`config.mk`:
```
export PLATFORM = sky130hd
export DESIGN_NAME = mbist_march_ctrl
export DESIGN_NICKNAME = d
export VERILOG_FILES = /design/src/rtl/mbist_march_ctrl.sv
export SDC_FILE = /design/constraint.sdc
export NUM_CORES = 1
export LEC_CHECK = 0
export ABC_AREA = 1
export BUFFER_PORTS_ARGS = -buffer_cell sky130_fd_sc_hd__buf_2
export CORE_MARGIN = 4
export CORE_UTILIZATION = 55
export CTS_CLUSTER_DIAMETER = 120
export CTS_CLUSTER_SIZE = 14
export DETAILED_ROUTE_END_ITERATION = 8
export GPL_TIMING_DRIVEN = 0
export PLACE_DENSITY = 0.9
export SLEW_MARGIN = 20
export SYNTH_ARGS = -nofsm -noshare
export SYNTH_HDL_FRONTEND = slang
export SYNTH_SLANG_ARGS = --single-unit
export TNS_END_PERCENT = 30
```
`constraint.sdc`:
```
create_clock -name clk -period 2.85 [get_ports clk]
set_input_delay 0.4275 -clock clk [delete_from_list [all_inputs] [get_ports clk]]
set_output_delay 0.4275 -clock clk [all_outputs]
set_load 0.05 [all_outputs]
```
`src/rtl/mbist_march_ctrl.sv`:
```
// March C- memory BIST controller. Issues one memory operation per clock to the
// memory under test, leads each write with its data by one clock, and checks
// read data returned two clocks after the read command.
module mbist_march_ctrl #(
  parameter int unsigned DATA_WIDTH = 8,
  parameter int unsigned ADDR_WIDTH = 4,
  parameter int unsigned CAPACITY   = 15,
  parameter int unsigned CNT_WIDTH  = 8
) (
  input  logic                  clk,
  input  logic                  rst_n,
  input  logic                  start,
  output logic                  write_read,
  output logic [ADDR_WIDTH-1:0] address,
  output logic [DATA_WIDTH-1:0] wdata,
  input  logic [DATA_WIDTH-1:0] rdata,
  output logic                  busy,
  output logic                  done,
  output logic                  fail,
  output logic [ADDR_WIDTH-1:0] fail_addr,
  output logic [2:0]            fail_element,
  output logic [DATA_WIDTH-1:0] fail_syndrome,
  output logic [CNT_WIDTH-1:0]  fail_count
);

  localparam logic [ADDR_WIDTH-1:0] CAP_A = ADDR_WIDTH'(CAPACITY);
  localparam logic [DATA_WIDTH-1:0] D0    = '0;
  localparam logic [DATA_WIDTH-1:0] D1    = '1;

  typedef enum logic [2:0] {
    ST_IDLE,
    ST_PREP,
    ST_RUN,
    ST_DRAIN,
    ST_DONE
  } state_e;

  // One March operation: element, address and position within the element
  // (sub=0 is the read of a read/write pair, sub=1 the write).
  typedef struct packed {
    logic [2:0]            elem;
    logic [ADDR_WIDTH-1:0] addr;
    logic                  sub;
  } op_t;

  function automatic logic elem_down(input logic [2:0] e);
    return (e == 3'd3) || (e == 3'd4);
  endfunction

  function automatic logic op_is_write(input op_t op);
    logic w;
    if (op.elem == 3'd0)      w = 1'b1;
    else if (op.elem == 3'd5) w = 1'b0;
    else                      w = op.sub;
    return w;
  endfunction

  function automatic logic op_last_sub(input op_t op);
    return (op.elem == 3'd0) || (op.elem == 3'd5) || op.sub;
  endfunction

  // Write data: w1 occurs in M1 and M3, every other write is w0.
  function automatic logic [DATA_WIDTH-1:0] elem_wdata(input logic [2:0] e);
    return ((e == 3'd1) || (e == 3'd3)) ? D1 : D0;
  endfunction

  // Read expectation: r1 occurs in M2 and M4, every other read is r0.
  function automatic logic [DATA_WIDTH-1:0] elem_expect(input logic [2:0] e);
    return ((e == 3'd2) || (e == 3'd4)) ? D1 : D0;
  endfunction

  function automatic logic op_final(input op_t op);
    return (op.elem == 3'd5) && (op.addr == CAP_A);
  endfunction

  // Successor of a non-final operation; addresses stop at CAPACITY or 0 and
  // the next element begins at its own starting address.
  function automatic op_t op_succ(input op_t op);
    op_t nx;
    nx = op;
    if (!op_last_sub(op)) begin
      nx.sub = 1'b1;
    end else begin
      nx.sub = 1'b0;
      if (elem_down(op.elem) ? (op.addr != '0) : (op.addr != CAP_A)) begin
        nx.addr = elem_down(op.elem) ? (op.addr - 1'b1) : (op.addr + 1'b1);
      end else begin
        nx.elem = op.elem + 3'd1;
        nx.addr = elem_down(nx.elem) ? CAP_A : '0;
      end
    end
    return nx;
  endfunction

  state_e                state_q, state_d;
  op_t                   gen_q, gen_d;
  logic                  gen_end_q, gen_end_d;
  logic                  drain_q, drain_d;
  logic                  wr_q, wr_d;
  logic [ADDR_WIDTH-1:0] addr_q, addr_d;
  logic [2:0]            cur_elem_q, cur_elem_d;
  logic [DATA_WIDTH-1:0] wdata_q, wdata_d;

  logic                  p1_vld_q, p1_vld_d, p2_vld_q;
  logic [DATA_WIDTH-1:0] p1_exp_q, p1_exp_d, p2_exp_q;
  logic [ADDR_WIDTH-1:0] p1_addr_q, p1_addr_d, p2_addr_q;
  logic [2:0]            p1_elem_q, p1_elem_d, p2_elem_q;

  logic                  fail_q, fail_d;
  logic [ADDR_WIDTH-1:0] fail_addr_q, fail_addr_d;
  logic [2:0]            fail_elem_q, fail_elem_d;
  logic [DATA_WIDTH-1:0] fail_syn_q, fail_syn_d;
  logic [CNT_WIDTH-1:0]  fail_cnt_q, fail_cnt_d;

  logic                  launch;
  op_t                   gen_nxt;
  logic [DATA_WIDTH-1:0] syndrome;

  assign launch  = ((state_q == ST_IDLE) || (state_q == ST_DONE)) && start;
  assign gen_nxt = op_succ(gen_q);

  // Sequencer: next state, operation generator and memory command outputs.
  // The generator runs one operation ahead of the presented command so the
  // write data for the following operation can be driven a clock early.
  always_comb begin
    state_d    = state_q;
    gen_d      = gen_q;
    gen_end_d  = gen_end_q;
    drain_d    = drain_q;
    wr_d       = 1'b0;
    addr_d     = '0;
    cur_elem_d = cur_elem_q;
    wdata_d    = wdata_q;
    unique case (state_q)
      ST_IDLE, ST_DONE: begin
        if (start) begin
          state_d   = ST_PREP;
          gen_d     = '0;
          gen_end_d = 1'b0;
          wdata_d   = elem_wdata(3'd0);
        end
      end
      ST_PREP, ST_RUN: begin
        if ((state_q == ST_RUN) && gen_end_q) begin
          state_d = ST_DRAIN;
          drain_d = 1'b0;
        end else begin
          state_d    = ST_RUN;
          wr_d       = op_is_write(gen_q);
          addr_d     = gen_q.addr;
          cur_elem_d = gen_q.elem;
          if (op_final(gen_q)) begin
            gen_end_d = 1'b1;
          end else begin
            gen_d = gen_nxt;
            if (op_is_write(gen_nxt)) wdata_d = elem_wdata(gen_nxt.elem);
          end
        end
      end
      ST_DRAIN: begin
        if (drain_q) state_d = ST_DONE;
        else         drain_d = 1'b1;
      end
      default: state_d = ST_IDLE;
    endcase
  end

  // Sequencer registers.
  always_ff @(posedge clk or negedge rst_n) begin
    if (!rst_n) begin
      state_q    <= ST_IDLE;
      gen_q      <= '0;
      gen_end_q  <= 1'b0;
      drain_q    <= 1'b0;
      wr_q       <= 1'b0;
      addr_q     <= '0;
      cur_elem_q <= '0;
      wdata_q    <= '0;
    end else begin
      state_q    <= state_d;
      gen_q      <= gen_d;
      gen_end_q  <= gen_end_d;
      drain_q    <= drain_d;
      wr_q       <= wr_d;
      addr_q     <= addr_d;
      cur_elem_q <= cur_elem_d;
      wdata_q    <= wdata_d;
    end
  end

  assign syndrome = rdata ^ p2_exp_q;

  // Compare path: tag each issued read, then check rdata when its tag
  // reaches the second stage; launching a test clears the previous results.
  always_comb begin
    p1_vld_d    = (state_q == ST_RUN) && !wr_q;
    p1_exp_d    = elem_expect(cur_elem_q);
    p1_addr_d   = addr_q;
    p1_elem_d   = cur_elem_q;
    fail_d      = fail_q;
    fail_addr_d = fail_addr_q;
    fail_elem_d = fail_elem_q;
    fail_syn_d  = fail_syn_q;
    fail_cnt_d  = fail_cnt_q;
    if (p2_vld_q && (syndrome != '0)) begin
      fail_d = 1'b1;
      if (fail_cnt_q != '1) fail_cnt_d = fail_cnt_q + 1'b1;
      if (!fail_q) begin
        fail_addr_d = p2_addr_q;
        fail_elem_d = p2_elem_q;
        fail_syn_d  = syndrome;
      end
    end
    if (launch) begin
      fail_d      = 1'b0;
      fail_addr_d = '0;
      fail_elem_d = '0;
      fail_syn_d  = '0;
      fail_cnt_d  = '0;
    end
  end

  // Compare pipeline and result registers.
  always_ff @(posedge clk or negedge rst_n) begin
    if (!rst_n) begin
      p1_vld_q    <= 1'b0;
      p1_exp_q    <= '0;
      p1_addr_q   <= '0;
      p1_elem_q   <= '0;
      p2_vld_q    <= 1'b0;
      p2_exp_q    <= '0;
      p2_addr_q   <= '0;
      p2_elem_q   <= '0;
      fail_q      <= 1'b0;
      fail_addr_q <= '0;
      fail_elem_q <= '0;
      fail_syn_q  <= '0;
      fail_cnt_q  <= '0;
    end else begin
      p1_vld_q    <= p1_vld_d;
      p1_exp_q    <= p1_exp_d;
      p1_addr_q   <= p1_addr_d;
      p1_elem_q   <= p1_elem_d;
      p2_vld_q    <= p1_vld_q;
      p2_exp_q    <= p1_exp_q;
      p2_addr_q   <= p1_addr_q;
      p2_elem_q   <= p1_elem_q;
      fail_q      <= fail_d;
      fail_addr_q <= fail_addr_d;
      fail_elem_q <= fail_elem_d;
      fail_syn_q  <= fail_syn_d;
      fail_cnt_q  <= fail_cnt_d;
    end
  end

  assign write_read    = wr_q;
  assign address       = addr_q;
  assign wdata         = wdata_q;
  assign busy          = (state_q == ST_PREP) || (state_q == ST_RUN) || (state_q == ST_DRAIN);
  assign done          = (state_q == ST_DONE);
  assign fail          = fail_q;
  assign fail_addr     = fail_addr_q;
  assign fail_element  = fail_elem_q;
  assign fail_syndrome = fail_syn_q;
  assign fail_count    = fail_cnt_q;

endmodule

```
==> run_results.csv, run 1 <==
group,metric,value,unit
sta,slew_violations,0,
worst_setup_path,required,3.04,ns
worst_setup_path,critical_path_class,"reg2reg",
power,power.total,0.00434,W
sta,rsz0062_at_grt,"false",
synth,synth_top_family_by_area,"simple AND/OR/NAND/NOR gates",
die,io_pins,50,
synth,synth.avg_cell_area,8.51,sq um
clocking,cts_htree_levels,3,
sta,fmaxAchievable,0.437,GHz
synth,synth_top_cell_by_area,"dfrtp_1",
synth,syn_inst,364,
die,die-area,6890,sq um
die,start_util,56.6,%
global_routing,grt_pass1_wl,11.2,mm
drt,ant_nets,0,
sta,finClkSkew,0.0138,ns
synth,synth_area,3100,sq um
worst_setup_path,crit_path_frequent_cell,"nand2_1",
placement,io_buffers,49,
die,die_height,83.0,um
sta,max-slew-margin-rel,48.4,%
die,coreArea,5470,sq um
worst_setup_path,crit_cells,11,
clocking,numCtsBuffers,9,
global_routing,grt_pass1_vias,2623,
worst_setup_path,worstSetupStartpointType,"register",
final_layout,area_growth,16.7,%
clocking,ctsResizeCount,0,
final_layout,final_cells,501,
worst_setup_path,endpoint,"gen_q[4]",
synth,synth_top_area_share,51.7,%
worst_setup_path,r2r-end,"gen_q[4]",
clocking,root_buffer,"clkbuf_8",
clocking,cts_tree,"yes",
worst_setup_path,arrival,2.48,ns
final_layout,drive_gt1_share,20.0,%
synth,muxShareOfSynthArea,0,%
synth,synth.most_common_cell,"nand2_1",
drt,routed_wl,6.32,mm
sta,fin_setup_tns,0,ns
drt,drt_iter0_drc,175,
synth,synth_seq_cells,64,
die,fp.dieW,83.0,um
synth,ys_seq_area_share,51.7,%
global_routing,overflow,0,
drt,drc,0,
synth,yosys_warnings,0,
worst_setup_path,crit_fanout,6,
synth,yosys-top-cells-count,"95 x nand2_1, 64 x dfrtp_1, 52 x nor2_1, 37 x inv_1, 32 x nand3_1",
power,power_density,1200,nW/um^2
worst_setup_path,r2r_start,"gen_q[5]",
synth,yosysUniqueCellTypes,31,
outcome,status,"finished clean",
clocking,clk_pin_slew,0.07,ns
synth,synth-async-reset-ratio,100,%
power,irDropWorstVdd,0.578,mV
worst_setup_path,reg2reg_depth,11,
drt,wl_per_cell,12.6,um
clocking,cts_max_path_buffers,2,
worst_setup_path,ff2ff_setup_slack,0.56,ns
worst_setup_path,slowest_stage,"dfrtp_1",
sta,timing.final.crit_period,2.29,ns
sta,min_period_over_period,80.2,%
clocking,clock_latency,0.33,ns
placement,gp_congestion,0.842,
global_routing,antenna_found_initial,0,
worst_setup_path,cpPeakStageDelay,0.46,ns
worst_setup_path,path_delay_family,"adder cells",
clocking,postCtsSetupRepairBufs,0,
run,drv_cap,0,
synth,synth_compound_area_share,4.69,%
clocking,cts_hold_buf,0,
synth,synth_edf_count,0,
drt,firstDrtPassIters,4,
synth,synthFlopType,"dfrtp_1",
worst_hold_path,worstHoldPathType,"in2async",
synth,synth-simple-area-share,27.3,%
worst_setup_path,startpoint,"gen_q[5]",
power,p_leak,2.01,nW
global_routing,grt_start_max_net_pins,65,
final_layout,fin_util,66.0,%
worst_setup_path,worst-path-buf-inv,1,
synth,synth_fa_ha_area_share,3.88,%
final_layout,nets,444,
drt,vias,2610,
final_layout,diodes,0,
global_routing,grt_use_total,19.8,%
sta,setup_viol,0,
clocking,clock_sinks,64,
sta,worst_pin_slew,0.774,ns
placement,dp_cells,485,
synth,synthXorXnorAreaFrac,4.24,%
worst_setup_path,end_kind,"register",
drt,drt-vias-per-instance,5.21,
die,num_rows,27,
synth,yosys-top-cells-area,"dfrtp_1 52%, nand2_1 12%, nor2_1 6.3%",
placement,dp_hpwl,4.57,mm
synth,syn-num-nets,384,
sta,report.final.hold_viol_count,0,
worst_setup_path,crit_path_cell_trace,"inv_1 > ha_1 > nand2_1 > nand2_1 > ha_1 > nand2_1 > nor2_1 > a211oi_1 > nor2_1 > o211ai_1 > o21ai_0",
[final cells by class]
class / count / area (sq um)
clock buffer: 12 / 135
tap: 72 / 90.1
sequential: 64 / 1600
timing repair buffer: 49 / 248
clock inverter: 4 / 45.0
buffer: 15 / 104
inverter: 40 / 150
fill: 415 / 1860
multi-input combinational: 245 / 1240
[cell usage in the layout (no fill, tap or decap), types with 2 or more instances in the layout]
cell type  count
inv_1         37
a21oi_1        6
nor2_1        52
buf_2         50
inv_2          3
nand2_1       95
nand2_2        3
o211ai_1       2
o21ai_0       11
xnor2_1        7
clkbuf_1       6
dfrtp_1       64
o22ai_1        3
nand3_1       32
clkinv_2       3
xor2_1         8
clkbuf_8       9
nand3_2        2
nand4_1        3
buf_4          9
nor3_1         3
buf_6          2
ha_1           8
[worst min-delay path by stage]
stage / startpoint / end / slack (ns)
floorplan: rst_n / address[0] / 0.13
global placement: p1_vld_q / p2_vld_q / 0.33
detailed placement: p1_addr_q[1] / p2_addr_q[1] / 0.33
CTS: rst_n / fail_count[5] / 0.19
global route: rst_n / fail_count[6] / 0.23
finish: rst_n / fail_addr[1] / 0.17
[cells by family after synthesis]
group	after synthesis
AO/OA/AOI/OAI	26
XOR/XNOR	15
adder cells (fa/ha/maj)	9
buffers and inverters	55
flip-flops	64
AND/OR/NAND/NOR	195
[per-layer routing]
layer | track usage, % | wire [um] | vias up
li1 | - | - | 1265
met4 | 8.17 | 86 | 0
met3 | 6.65 | 361 | 14
met5 | 0 | 0 | -
met2 | 34.3 | 3270 | 86
met1 | 22.3 | 2600 | 1245
[stage by stage]
stage | worst slack [ns] | hold slack (ns) | cell area [sq um]
after global routing | 0.311 | 0.232 | 3610
after floorplan | 0.870 | 0.132 | 3100
after CTS | 0.555 | 0.188 | 3610
final | 0.564 | 0.175 | 3610
after detailed placement | 0.588 | 0.335 | 3430
after global placement | 0.672 | 0.333 | 3430
[state kept, by name, summed over array words and instances (netlist names), 4 cells and up]
name	flops
address	4
gen_q	8
fail_syndrome	8
p1_addr_q	4
p2_addr_q	4
fail_addr	4
fail_count	8
[worst reg2reg max path, stage by stage, from the launching register on]
cell      delay, ns
dfrtp_1        0.46
inv_1          0.15
ha_1           0.26
nand2_1        0.08
nand2_1        0.13
ha_1           0.36
nand2_1        0.08
nor2_1         0.04
a211oi_1       0.24
nor2_1         0.09
o211ai_1       0.17
o21ai_0        0.12
[report_power, final]
part	leakage, nW	total (W)	switching (W)	internal, W
Sequential	0.852	0.00144	0.000221	0.00122
Combinational	1.06	0.00218	0.00161	0.000569
Clock	0.0941	0.000723	0.000322	0.000401
Note: power is estimated with default switching activity, not from simulation.
==> inputs of run 2 (changes only) <==
ABC_AREA = 0   (was 1)
clock period = 2.2 ns   (was 2.85 ns; I/O delays follow)
==> run 2 against run 1 <==
  * Critical path depth down 2
  * Register-to-register slack worse by 0.56 ns
  * Design area increased by 3.0%
  * Sequential share of layout area fell by 1.2 points
  * Total power is 23% higher
  * Global-route usage grew 0.33 points
  * Via count fell by 14%
  * Clock power increased by 54%
==> run_results.csv, run 2 <==
group,metric,value,unit
synth,synth_top_cell_by_area,"dfrtp_1",
drt,drt_iter0_drc,111,
sta,worst_pin_slew,0.779,ns
die,io_pins,50,
clocking,clk_pin_slew,0.07,ns
drt,drt-vias-per-instance,5.66,
die,coreArea,5140,sq um
synth,syn-num-nets,272,
worst_setup_path,reg2reg_depth,9,
final_layout,diodes,0,
drt,routed_wl,6.64,mm
synth,synth_top_area_share,54.6,%
die,start_util,57.0,%
final_layout,layout_commonest_cell,"dfrtp_1",
sta,timing.final.crit_period,2.19,ns
drt,wl_per_cell,16.7,um
worst_setup_path,endpoint,"wdata[6]",
drt,ant_nets,0,
worst_setup_path,startpoint,"gen_q[6]",
placement,postPlaceCellArea,3290,sq um
worst_setup_path,ff2ff_setup_slack,0.008,ns
final_layout,layout_common_cells,"62 x dfrtp_1, 50 x buf_2, 19 x a22o_1",
global_routing,grt_pass1_vias,2115,
synth,synthFlopType,"dfrtp_1",
power,irDropWorstVdd,0.627,mV
worst_setup_path,required,2.41,ns
drt,vias,2253,
sta,min_period_over_period,99.6,%
clocking,root_buffer,"clkbuf_8",
synth,synth-async-reset-ratio,100,%
sta,report.final.hold_viol_count,0,
global_routing,grt_start_max_net_pins,65,
clocking,numCtsBuffers,9,
die,die-area,6560,sq um
die,die_height,81.0,um
synth,yosys-top-cells-count,"64 x dfrtp_1, 19 x a22o_1, 13 x nand2_1, 13 x nor2_1",
global_routing,overflow,0,
sta,finClkSkew,0.00678,ns
synth,synth_seq_cells,64,
worst_setup_path,r2r-end,"wdata[6]",
sta,setup_viol,0,
sta,rsz0062_at_grt,"true",
synth,synth.avg_cell_area,11.6,sq um
synth,synth_area,2930,sq um
sta,max-slew-margin-rel,48.1,%
synth,syn_inst,252,
sta,fmaxAchievable,0.456,GHz
final_layout,nets,343,
synth,yosys-top-cells-area,"dfrtp_1 55%, a22o_1 5.7%, ha_1 3.4%",
synth,yosysUniqueCellTypes,47,
drt,drc,0,
clocking,clock_latency,0.33,ns
global_routing,grt_pass1_wl,10.0,mm
synth,yosys_warnings,0,
synth,synth.most_common_cell,"dfrtp_1",
drt,firstDrtPassIters,4,
worst_hold_path,worstHoldPathType,"in2async",
final_layout,nFillCells,348,
synth,ys_seq_area_share,54.6,%
die,num_rows,26,
global_routing,antenna_found_initial,0,
outcome,status,"finished clean",
power,p_leak,1.86,nW
sta,fin_setup_tns,0,ns
worst_setup_path,arrival,2.40,ns
placement,io_buffers,49,
worst_setup_path,crit_fanout,8,
final_layout,multi_input_area,1310,sq um
clocking,cts_htree_levels,3,
final_layout,regArea,1600,sq um
clocking,cts_max_path_buffers,2,
final_layout,fin_area,3720,sq um
power,power_density,1430,nW/um^2
worst_setup_path,worstSetupStartpointType,"register",
worst_setup_path,end_kind,"register",
final_layout,drive_gt1_share,38.1,%
sta,slew_violations,0,
run,drv_cap,0,
global_routing,grt_use_total,20.1,%
die,fp.dieW,81.0,um
placement,dp_hpwl,4.16,mm
final_layout,area_growth,27.1,%
clocking,clock_sinks,64,
placement,gp_congestion,0.906,
synth,synth_edf_count,0,
clocking,cts_tree,"yes",
worst_setup_path,critical_path_class,"reg2reg",
worst_setup_path,r2r_start,"gen_q[6]",
## run 2: where the power goes
part / switching (W) / total, W / leakage (nW) / internal, W
combinational: 0.00159 / 0.00249 / 0.889 / 0.000906
clock: 0.000446 / 0.00111 / 0.106 / 0.000667
sequential: 0.000220 / 0.00172 / 0.862 / 0.00150
## run 2: kinds of logic after synthesis
family / Yosys count / share of synthesized area, %
mux: 11 / 4.18
buf+inv: 29 / 5.33
xor+xnor: 16 / 4.78
simple gates: 65 / 12.4
compound gates: 58 / 14.6
flops: 64 / 54.6
fa+ha+maj: 9 / 4.10
## run 2: per-stage QoR
stage / hold slack, ns / instances / power [W] / setup slack, ns / utilization, %
floorplan: 0.0344 / 252 / 0.00340 / 0.000181 / -
global placement: 0.334 / 371 / 0.00381 / -0.160 / 63.9
detailed placement: 0.336 / 371 / 0.00389 / -0.229 / 64.0
CTS: 0.0968 / 391 / 0.00507 / -0.0614 / 69.1
global route: 0.141 / 398 / 0.00562 / -0.121 / 72.5
finish: 0.0758 / 398 / 0.00533 / 0.00841 / 72.5
## run 2: worst max-delay path: stages, from the launching register on
cell and delay (ns):
dfrtp_2 0.42, inv_2 0.08, ha_4 0.17, mux2i_4 0.20, buf_6 0.14, mux2_4 0.32, buf_8 0.14, and4_2 0.24
nor3_1 0.25, o32ai_2 0.11
## run 2: routing by layer
metal	part of all wire (%)	GRT usage (%)	vias up
met2	50	32.5	77
met4	2.0	7.94	0
met1	42	26.0	1122
met3	5.8	5.21	15
met5	0	0	-
li1	-	-	1039
## run 2: final cells by class
type	count	area share, %
Sequential cell	64	43.1
Multi-Input combinational cell	159	35.1
Timing Repair Buffer	60	8.97
Clock buffer	11	3.80
Buffer	17	3.29
Tap cell	70	2.35
Clock inverter	5	2.15
Inverter	12	1.28
## run 2: worst min path at each step
stage                 startpoint            end  slack, ns  cells after the start
floorplan                  rst_n     address[0]       0.03                      0
global placement    p1_elem_q[1]   p2_elem_q[1]       0.33                      0
detailed placement  p1_elem_q[0]   p2_elem_q[0]       0.34                      0
CTS                        rst_n  fail_count[6]        0.1                      1
global route               rst_n  fail_count[3]       0.14                      1
finish                     rst_n  fail_count[3]       0.08                      1
## run 2: timing repair
item	CTS	global route
hold endpoints to repair	0	0
pin swaps	0	11
hold buffers	0	0
setup buffers	4	7
endpoints found under the setup margin	14	25
gates resized for setup	3	28
==> inputs of run 3 (changes only) <==
ABC_AREA = 1   (was 0)
SETUP_SLACK_MARGIN = 0.3   (was not set)
==> run 3 against run 2 <==
  * Core utilization is 2.6 points lower
  * Critical endpoint is now gen_q[4]
  * Worst setup slack better by 0.23 ns
  * Total power is 13% higher
  * Cell count is 28% higher
  * Count of clock-buffer cells in the layout is 1 higher
  * Sequential power is 9% higher
  * Clock power hardly changed
  * Clock skew hardly changed
  * Non-clock buffer count is 5 lower
==> run_results.csv, run 3 (synthesized netlist as in run 1, its figures left out) <==
group,metric,value,unit
outcome,status,"finished clean",
clocking,cts_tree,"yes",
clocking,clock_sinks,64,
final_layout,diodes,0,
sta,worst_pin_slew,0.775,ns
power,combPwrFrac,50.2,%
die,coreArea,5470,sq um
power,p_leak,2.07,nW
placement,place_ws,0.0580,ns
placement,io_buffers,49,
drt,drt-vias-per-instance,5.30,
worst_setup_path,crit_fanout,4,
drt,drt_iter0_drc,158,
sta,max-slew-margin-rel,48.3,%
sta,report.final.hold_viol_count,0,
sta,fmaxAchievable,0.509,GHz
drt,routed_wl,7.14,mm
worst_setup_path,slowest_stage,"dfrtp_1",
clocking,root_buffer,"clkbuf_8",
worst_setup_path,worst-path-buf-inv,1,
sta,setup_viol,0,
worst_setup_path,path_delay_family,"compound AO/OA/AOI/OAI gates",
worst_setup_path,critical_path_class,"reg2reg",
final_layout,area_growth,23.4,%
sta,finClkSkew,0.00661,ns
drt,firstDrtPassIters,5,
power,swShare,48.5,%
clocking,cts_hold_buf,0,
worst_setup_path,crit_path_cell_trace,"inv_2 > ha_4 > nand2_2 > nand2_4 > ha_1 > nand2_1 > nor2_2 > a211oi_2 > nor2_1 > o211ai_1 > o21ai_1",
power,irDropWorstVdd,0.689,mV
die,num_rows,27,
die,fp.dieW,83.0,um
global_routing,grt_use_total,20.1,%
sta,slew_violations,0,
die,io_pins,50,
power,p_switching,0.00292,W
clocking,numCtsBuffers,9,
drt,vias,2692,
final_layout,nets,452,
final_layout,layout_common_cells,"88 x nand2_1, 63 x dfrtp_1, 50 x buf_2",
placement,gp_congestion,0.829,
worst_setup_path,worstSetupStartpointType,"register",
sta,rsz0062_at_grt,"true",
worst_hold_path,worstHoldPathType,"in2async",
drt,wl_per_cell,14.1,um
power,power_density,1570,nW/um^2
sta,finalWorstSetupSlack,0.235,ns
placement,dp_hpwl,4.55,mm
global_routing,overflow,0,
power,p_seq_share,31.3,%
global_routing,grt_pass1_wl,11.3,mm
drt,ant_nets,0,
global_routing,grt_pass1_vias,2520,
worst_setup_path,cpPeakStageDelay,0.41,ns
clocking,clock_latency,0.33,ns
die,die_height,83.0,um
worst_setup_path,arrival,2.17,ns
clocking,clk_pin_slew,0.07,ns
power,p_int,0.00310,W
worst_setup_path,required,2.40,ns
clocking,cts_max_path_buffers,2,
power,p_clk_share,18.5,%
sta,timing.final.crit_period,1.96,ns
worst_setup_path,end_kind,"register",
sta,min_period_over_period,89.3,%
drt,drc,0,
final_layout,layout_commonest_cell,"nand2_1",
final_layout,drive_gt1_share,26.8,%
run,drv_cap,0,
die,start_util,56.6,%
global_routing,grt_start_max_net_pins,65,
global_routing,antenna_found_initial,0,
die,die-area,6890,sq um
clocking,cts_htree_levels,3,
sta,fin_setup_tns,0,ns
[run 3: changes by cell type in the layout (fill, tap and decap cells not counted), moves of 5 or more]
| cell | change |
|---|---|
| a22o_1 | -19 |
| inv_1 | +25 |
| mux2_2 | -6 |
| nand2_1 | +75 |
| nand2_2 | +8 |
| nand3_1 | +28 |
| nor2_1 | +36 |
| nor3_1 | -5 |
| or3_1 | -5 |
[run 3: worst paths after layout]
path / startpoint / endpoint / slack, ns / cells after the start
worst min-delay path: rst_n / fail_syndrome[6] / 0.08 / 1
worst min register to register: p1_addr_q[1] / p2_addr_q[1] / 0.34 / 0
worst max register to register: gen_q[6] / gen_q[4] / 0.24 / 11
max in group asynchronous: rst_n / gen_q[5] / 1.57 / 1
worst max-delay path: gen_q[6] / gen_q[4] / 0.24 / 11
min in group clk: start / state_q[0] / 0.31 / 3
[run 3: area by class of cell]
type | instances | area [sq um]
Buffer | 15 | 104
Clock buffer | 12 | 155
Clock inverter | 3 | 65.1
Fill cell | 401 | 1650
Inverter | 40 | 153
Multi-Input combinational cell | 245 | 1340
Sequential cell | 64 | 1600
Tap cell | 72 | 90.1
Timing Repair Buffer | 57 | 312
[run 3: power groups by stage]
| stage | logic [W] | clock network, W | registers [W] |
|---|---|---|---|
| after CTS | 0.00286 | 0.00112 | 0.00187 |
| final | 0.00302 | 0.00111 | 0.00188 |
| after global placement | 0.00271 | 0 | 0.00186 |
| after global routing | 0.00327 | 0.00119 | 0.00193 |
| after detailed placement | 0.00281 | 0 | 0.00189 |
| after floorplan | 0.00145 | 0 | 0.00257 |
[run 3: layer usage]
layer,global-route usage (%),vias up,part of all wire [%]
met1,24.1,1297,39
li1,-,1273,-
met3,5.36,16,6.3
met5,0,-,0
met2,34.8,106,52
met4,7.28,0,2.3
[run 3: metrics by stage]
stage / util [%] / power [W] / area [sq um] / hold WS, ns / std cells
floorplan: - / 0.00402 / 3120 / 0.0344 / 364
global placement: 63.1 / 0.00457 / 3450 / 0.333 / 485
detailed placement: 63.1 / 0.00470 / 3450 / 0.336 / 485
CTS: 67.9 / 0.00585 / 3720 / 0.0940 / 504
global route: 69.8 / 0.00640 / 3820 / 0.122 / 508
finish: 69.8 / 0.00602 / 3820 / 0.0764 / 508
[run 3: what timing repair did]
item | 4_1_cts | 5_1_grt
resized for setup | 7 | 20
endpoints found under the setup margin | 4 | 14
setup buffers | 4 | 4
pin swaps | 3 | 10
